===== config.mk =====
export PLATFORM = sky130hd
export DESIGN_NAME = frame_checker_regs
export DESIGN_NICKNAME = d
export VERILOG_FILES = /design/src/rtl/packet_filter_pkg.sv /design/src/rtl/frame_checker_regs.sv
export SDC_FILE = /design/constraint.sdc
export NUM_CORES = 1
export LEC_CHECK = 0
export CAP_MARGIN = 20
export CORE_ASPECT_RATIO = 0.6
export CORE_MARGIN = 5
export CORE_UTILIZATION = 35
export DETAILED_ROUTE_END_ITERATION = 12
export DONT_BUFFER_PORTS = 1
export PLACE_DENSITY = 0.48
export SYNTH_ARGS = -nofsm -noshare
export SYNTH_HDL_FRONTEND = slang
export SYNTH_SLANG_ARGS = --single-unit

===== constraint.sdc =====
create_clock -name clk -period 1.8 [get_ports clk]
set_input_delay 0.54 -clock clk [delete_from_list [all_inputs] [get_ports clk]]
set_output_delay 0.54 -clock clk [all_outputs]
set_load 0.01 [all_outputs]

===== src/rtl/packet_filter_pkg.sv =====
`default_nettype none
// +----------------------------------------------------------------------+
// | packet_filter_pkg: frame_checker register map, bit indices, states.  |
// | Rev 1.0                                                              |
// +----------------------------------------------------------------------+
package packet_filter_pkg;

  localparam logic [7:0] ADDR_CTRL   = 8'd0;
  localparam logic [7:0] ADDR_IFG    = 8'd1;
  localparam logic [7:0] ADDR_STATUS = 8'd2;
  localparam logic [7:0] ADDR_CSUM0  = 8'd4;
  localparam logic [7:0] ADDR_CSUM1  = 8'd5;
  localparam logic [7:0] ADDR_CSUM2  = 8'd6;
  localparam logic [7:0] ADDR_CSUM3  = 8'd7;
  localparam logic [7:0] ADDR_BEATS0 = 8'd8;
  localparam logic [7:0] ADDR_BEATS1 = 8'd9;
  localparam logic [7:0] ADDR_FCNT0  = 8'd10;
  localparam logic [7:0] ADDR_FCNT1  = 8'd11;
  localparam logic [7:0] ADDR_OCNT0  = 8'd12;
  localparam logic [7:0] ADDR_OCNT1  = 8'd13;

  localparam int CTRL_ENABLE = 0;
  localparam int CTRL_CLR    = 1;

  localparam int STATUS_RECV = 0;
  localparam int STATUS_WAIT = 1;
  localparam int STATUS_DONE = 2;

  typedef enum logic [1:0] {
    IDLE = 2'd0,
    RECV = 2'd1,
    WAIT = 2'd2
  } frame_checker_state_t;

endpackage
`default_nettype wire


===== src/rtl/frame_checker_regs.sv =====
`default_nettype none
// +----------------------------------------------------------------------+
// | frame_checker_regs: Avalon-MM decode, CTRL/IFG registers, read mux   |
// | and high-byte snapshot shadows. Macro: FRAME_CHECKER_OVERSIZE_EN.    |
// | Rev 1.0                                                              |
// +----------------------------------------------------------------------+
module frame_checker_regs
  import packet_filter_pkg::*;
#(
  parameter int CNT_W = 16
) (
  input  logic             clk,
  input  logic             reset,
  input  logic [7:0]       writedata,
  input  logic             write,
  input  logic             chipselect,
  input  logic [7:0]       address,
  input  logic             read,
  output logic [7:0]       readdata,
  output logic             enable,
  output logic             clr,
  output logic [7:0]       ifg_wait,
  input  logic [2:0]       status,
  input  logic [31:0]      last_csum,
  input  logic [CNT_W-1:0] last_beats,
  input  logic [CNT_W-1:0] frame_cnt
`ifdef FRAME_CHECKER_OVERSIZE_EN
  ,
  input  logic [CNT_W-1:0] oversize_cnt
`endif
);

  logic        wr_en;
  logic        rd_en;
  logic [15:0] beats16;
  logic [15:0] fcnt16;
  logic [23:0] csum_shadow;
  logic [7:0]  beats_shadow;
  logic [7:0]  fcnt_shadow;
  logic [7:0]  rd_mux;

  assign wr_en   = chipselect & write;
  assign rd_en   = chipselect & read;
  assign clr     = wr_en && (address == ADDR_CTRL) && writedata[CTRL_CLR];
  assign beats16 = 16'(last_beats);
  assign fcnt16  = 16'(frame_cnt);

`ifdef FRAME_CHECKER_OVERSIZE_EN
  logic [15:0] ocnt16;
  logic [7:0]  ocnt_shadow;
  assign ocnt16 = 16'(oversize_cnt);
`endif

  // Upper bytes of multi-byte values come from shadows captured by the low-byte read.
  always_comb begin
    rd_mux = 8'd0;
    case (address)
      ADDR_CTRL:   rd_mux = {7'd0, enable};
      ADDR_IFG:    rd_mux = ifg_wait;
      ADDR_STATUS: rd_mux = {5'd0, status};
      ADDR_CSUM0:  rd_mux = last_csum[7:0];
      ADDR_CSUM1:  rd_mux = csum_shadow[7:0];
      ADDR_CSUM2:  rd_mux = csum_shadow[15:8];
      ADDR_CSUM3:  rd_mux = csum_shadow[23:16];
      ADDR_BEATS0: rd_mux = beats16[7:0];
      ADDR_BEATS1: rd_mux = beats_shadow;
      ADDR_FCNT0:  rd_mux = fcnt16[7:0];
      ADDR_FCNT1:  rd_mux = fcnt_shadow;
`ifdef FRAME_CHECKER_OVERSIZE_EN
      ADDR_OCNT0:  rd_mux = ocnt16[7:0];
      ADDR_OCNT1:  rd_mux = ocnt_shadow;
`endif
      default:     rd_mux = 8'd0;
    endcase
  end

  always_ff @(posedge clk) begin
    if (reset) begin
      enable       <= 1'b0;
      ifg_wait     <= 8'd0;
      readdata     <= 8'd0;
      csum_shadow  <= 24'd0;
      beats_shadow <= 8'd0;
      fcnt_shadow  <= 8'd0;
    end else begin
      if (wr_en && (address == ADDR_CTRL)) enable <= writedata[CTRL_ENABLE];
      if (wr_en && (address == ADDR_IFG))  ifg_wait <= writedata;
      readdata <= rd_en ? rd_mux : 8'd0;
      if (rd_en && (address == ADDR_CSUM0))  csum_shadow  <= last_csum[31:8];
      if (rd_en && (address == ADDR_BEATS0)) beats_shadow <= beats16[15:8];
      if (rd_en && (address == ADDR_FCNT0))  fcnt_shadow  <= fcnt16[15:8];
    end
  end

`ifdef FRAME_CHECKER_OVERSIZE_EN
  always_ff @(posedge clk) begin
    if (reset) begin
      ocnt_shadow <= 8'd0;
    end else if (rd_en && (address == ADDR_OCNT0)) begin
      ocnt_shadow <= ocnt16[15:8];
    end
  end
`endif

endmodule
`default_nettype wire


==> metrics, run 1 <==
Core Footprint 7820 um^2; Leak 0.001202 uW; top cells by count, synth 57 x dfxtp_1, 55 x nand2_1, 36 x a21oi_1; slowest stage delay, CP 290 ps; die area 9944 um^2; Power Density 963.0 nW/um^2; largest net degree at the start of global routing 51; Mapped Cells 327; status complete, no violations; register area share after synthesis 0.4077; number of enable flip-flop cells after synthesis 0; GRT overflow 0; ys async rst share 0; num ports 106; largest area contributor in the netlist dfxtp_1; synth top area cells dfxtp_1 41%, mux2i_1 11%, nand2_1 7.4%; worst-path cell chain nor4_4 > nand3_1 > nor2_2; synthesized area 2799 um^2; antenna violation net count after detailed routing 0; slew margin rel. 0.7390; Final Cycle Share 0.9549; DRC viols 0; critical path required time 1260 ps; # diodes 0; nets@finish 412; Max IR drop VDD 0.4113 mV; clock skew 8.181 ps; Final Util 0.4219; H-tree depth 3; Final Critical Period 1719 ps; Yosys top cell area share 0.4077; root buf cell clkbuf_16; Die Ht 79.27 um; CTS buffer count 9; Clk Latency, worst-skew pair 330 ps; DR pass1 iterations 4; Clk pin slew, worst setup/hold paths 50 ps; CP Buf/Inv Count 0; most frequent cell after synthesis dfxtp_1; Clock Sinks 57; first-pass GRT wire length 14.01 mm; RSZ-0062 raised after global routing no; Pins Over Slew Limit 0; family with the most delay on the worst path simple AND/OR/NAND/NOR gates; PostCTS Resize Cnt 0; layout cells sized above 1 0.1280; number of global-route vias before repair 2448; hold slack final 271.5 ps; fill count 800; area grow syn2layout 17.88%; detailed-route wire length per cell 20.61 um; crit path kind input port to output pin; Yosys warning total 0; TritonCTS clock tree done; initial antenna violation count 0; MaxCap Viol Count 0; GRT Util Overall 0.1875; actual slew at the worst max-slew pin 388.9 ps; Synth Net Count 415; fmax 581.8 MHz; DR iter-0 viols 188; Synth Flop Type dfxtp_1; CP endpoint kind output pin; synth unique cells 41; vias 2386; CTS max path bufs 2; post-DP HPWL 6.562 mm; Setup violations, final 0; worst-path fanout max 2; Final GP Congestion 0.8620; Post-CTS Setup Inserts 0; initial core utilization 0.3579; Critical Path AT 1180 ps; crit start category input port; # port buffers 0; Rows 25; wirelength, routed 8.986 mm; DR vias/cell 5.472; synthesis-stage register bit count 57; Hold Vio Cnt, Final 0; Max stage delay cell, worst path nor4_4; Die W 125.5 um; Hold Buf Count CTS 0; Hold Path Class input port to flip-flop; syn_area_per_cell 8.559 um^2
==> state kept, by name (all words and copies together), names as in the netlist <==
signal        count
ifg_wait          8
fcnt_shadow       8
csum_shadow      24
enable            1
readdata          8
beats_shadow      8
==> layer usage <==
metal | wire length [um] | GRT usage | vias up
met5 | 0 | 0 | -
met3 | 911 | 0.09745 | 10
met2 | 3552 | 0.2505 | 82
met1 | 4411 | 0.2560 | 1138
li1 | - | - | 1156
met4 | 111 | 0.06169 | 0
==> per-stage QoR <==
stage	setup WS (ps)	cells	setup TNS (ps)	instance area (um^2)	power, uW
after floorplan	-36.06	327	-173.8	2825	1413
after global placement	-138.5	421	-773.9	2988	1390
after detailed placement	-165.5	421	-866.4	2988	1390
after CTS	60.27	436	0	3299	3212
after global routing	11.47	436	0	3299	3276
final	81.13	436	0	3299	3177
==> cells in the final DEF (no fill, tap or decap), types with 2 or more instances in the layout <==
cell,count
a32o_1,2
a32oi_1,2
nor3b_1,5
buf_4,9
o21ai_0,6
a21oi_1,36
dfxtp_1,57
mux2_2,6
a22oi_1,6
inv_1,3
clkbuf_1,2
o2bb2ai_1,4
mux4_2,2
nor2b_1,5
and4_1,2
a22o_1,7
clkbuf_16,9
nand3b_1,12
nand2_1,55
nor2_1,30
bufinv_16,2
nand2b_1,3
buf_12,4
a31oi_1,4
mux2i_1,31
nand3_1,4
==> path summary, 6_finish.rpt <==
check | from | slack (ps) | endpoint | cells after the start
min reg2reg | csum_shadow[18] | 440 | csum_shadow[18] | 2
max | address[5] | 80 | clr | 3
min | reset | 270 | csum_shadow[18] | 1
max reg2reg | ifg_wait[6] | 360 | readdata[6] | 4
==> cell families after synthesis <==
kind of cell | share of synthesized area
muxes | 0.1511
buffers and inverters | 0.04559
and+or+nand+nor | 0.2280
AOI/OAI and AO/OA | 0.1676
DFF | 0.4077
==> where the power goes <==
group	internal, uW	total, uW	switching [uW]
sequential	1260	1270	0.640
combinational	54.0	100	46.0
clock	1240	1810	574
==> final cells by class <==
cell class,count,area [um^2],area share
Clock buffer,12,246.5,0.07471
Multi-Input combinational cell,240,1553,0.4706
Timing Repair Buffer,13,147.6,0.04475
Inverter,3,11.26,0.003413
Sequential cell,57,1141,0.3458
Clock inverter,3,65.06,0.01972
Tap cell,108,135.1,0.04096
(Power assumes the default switching activity.)
==> run 2, diff against run 1 <==
- CTS_CLUSTER_SIZE: default -> 28
==> results of run 2 <==
The final DEF is identical to that of run 1; final timing and power are the same.
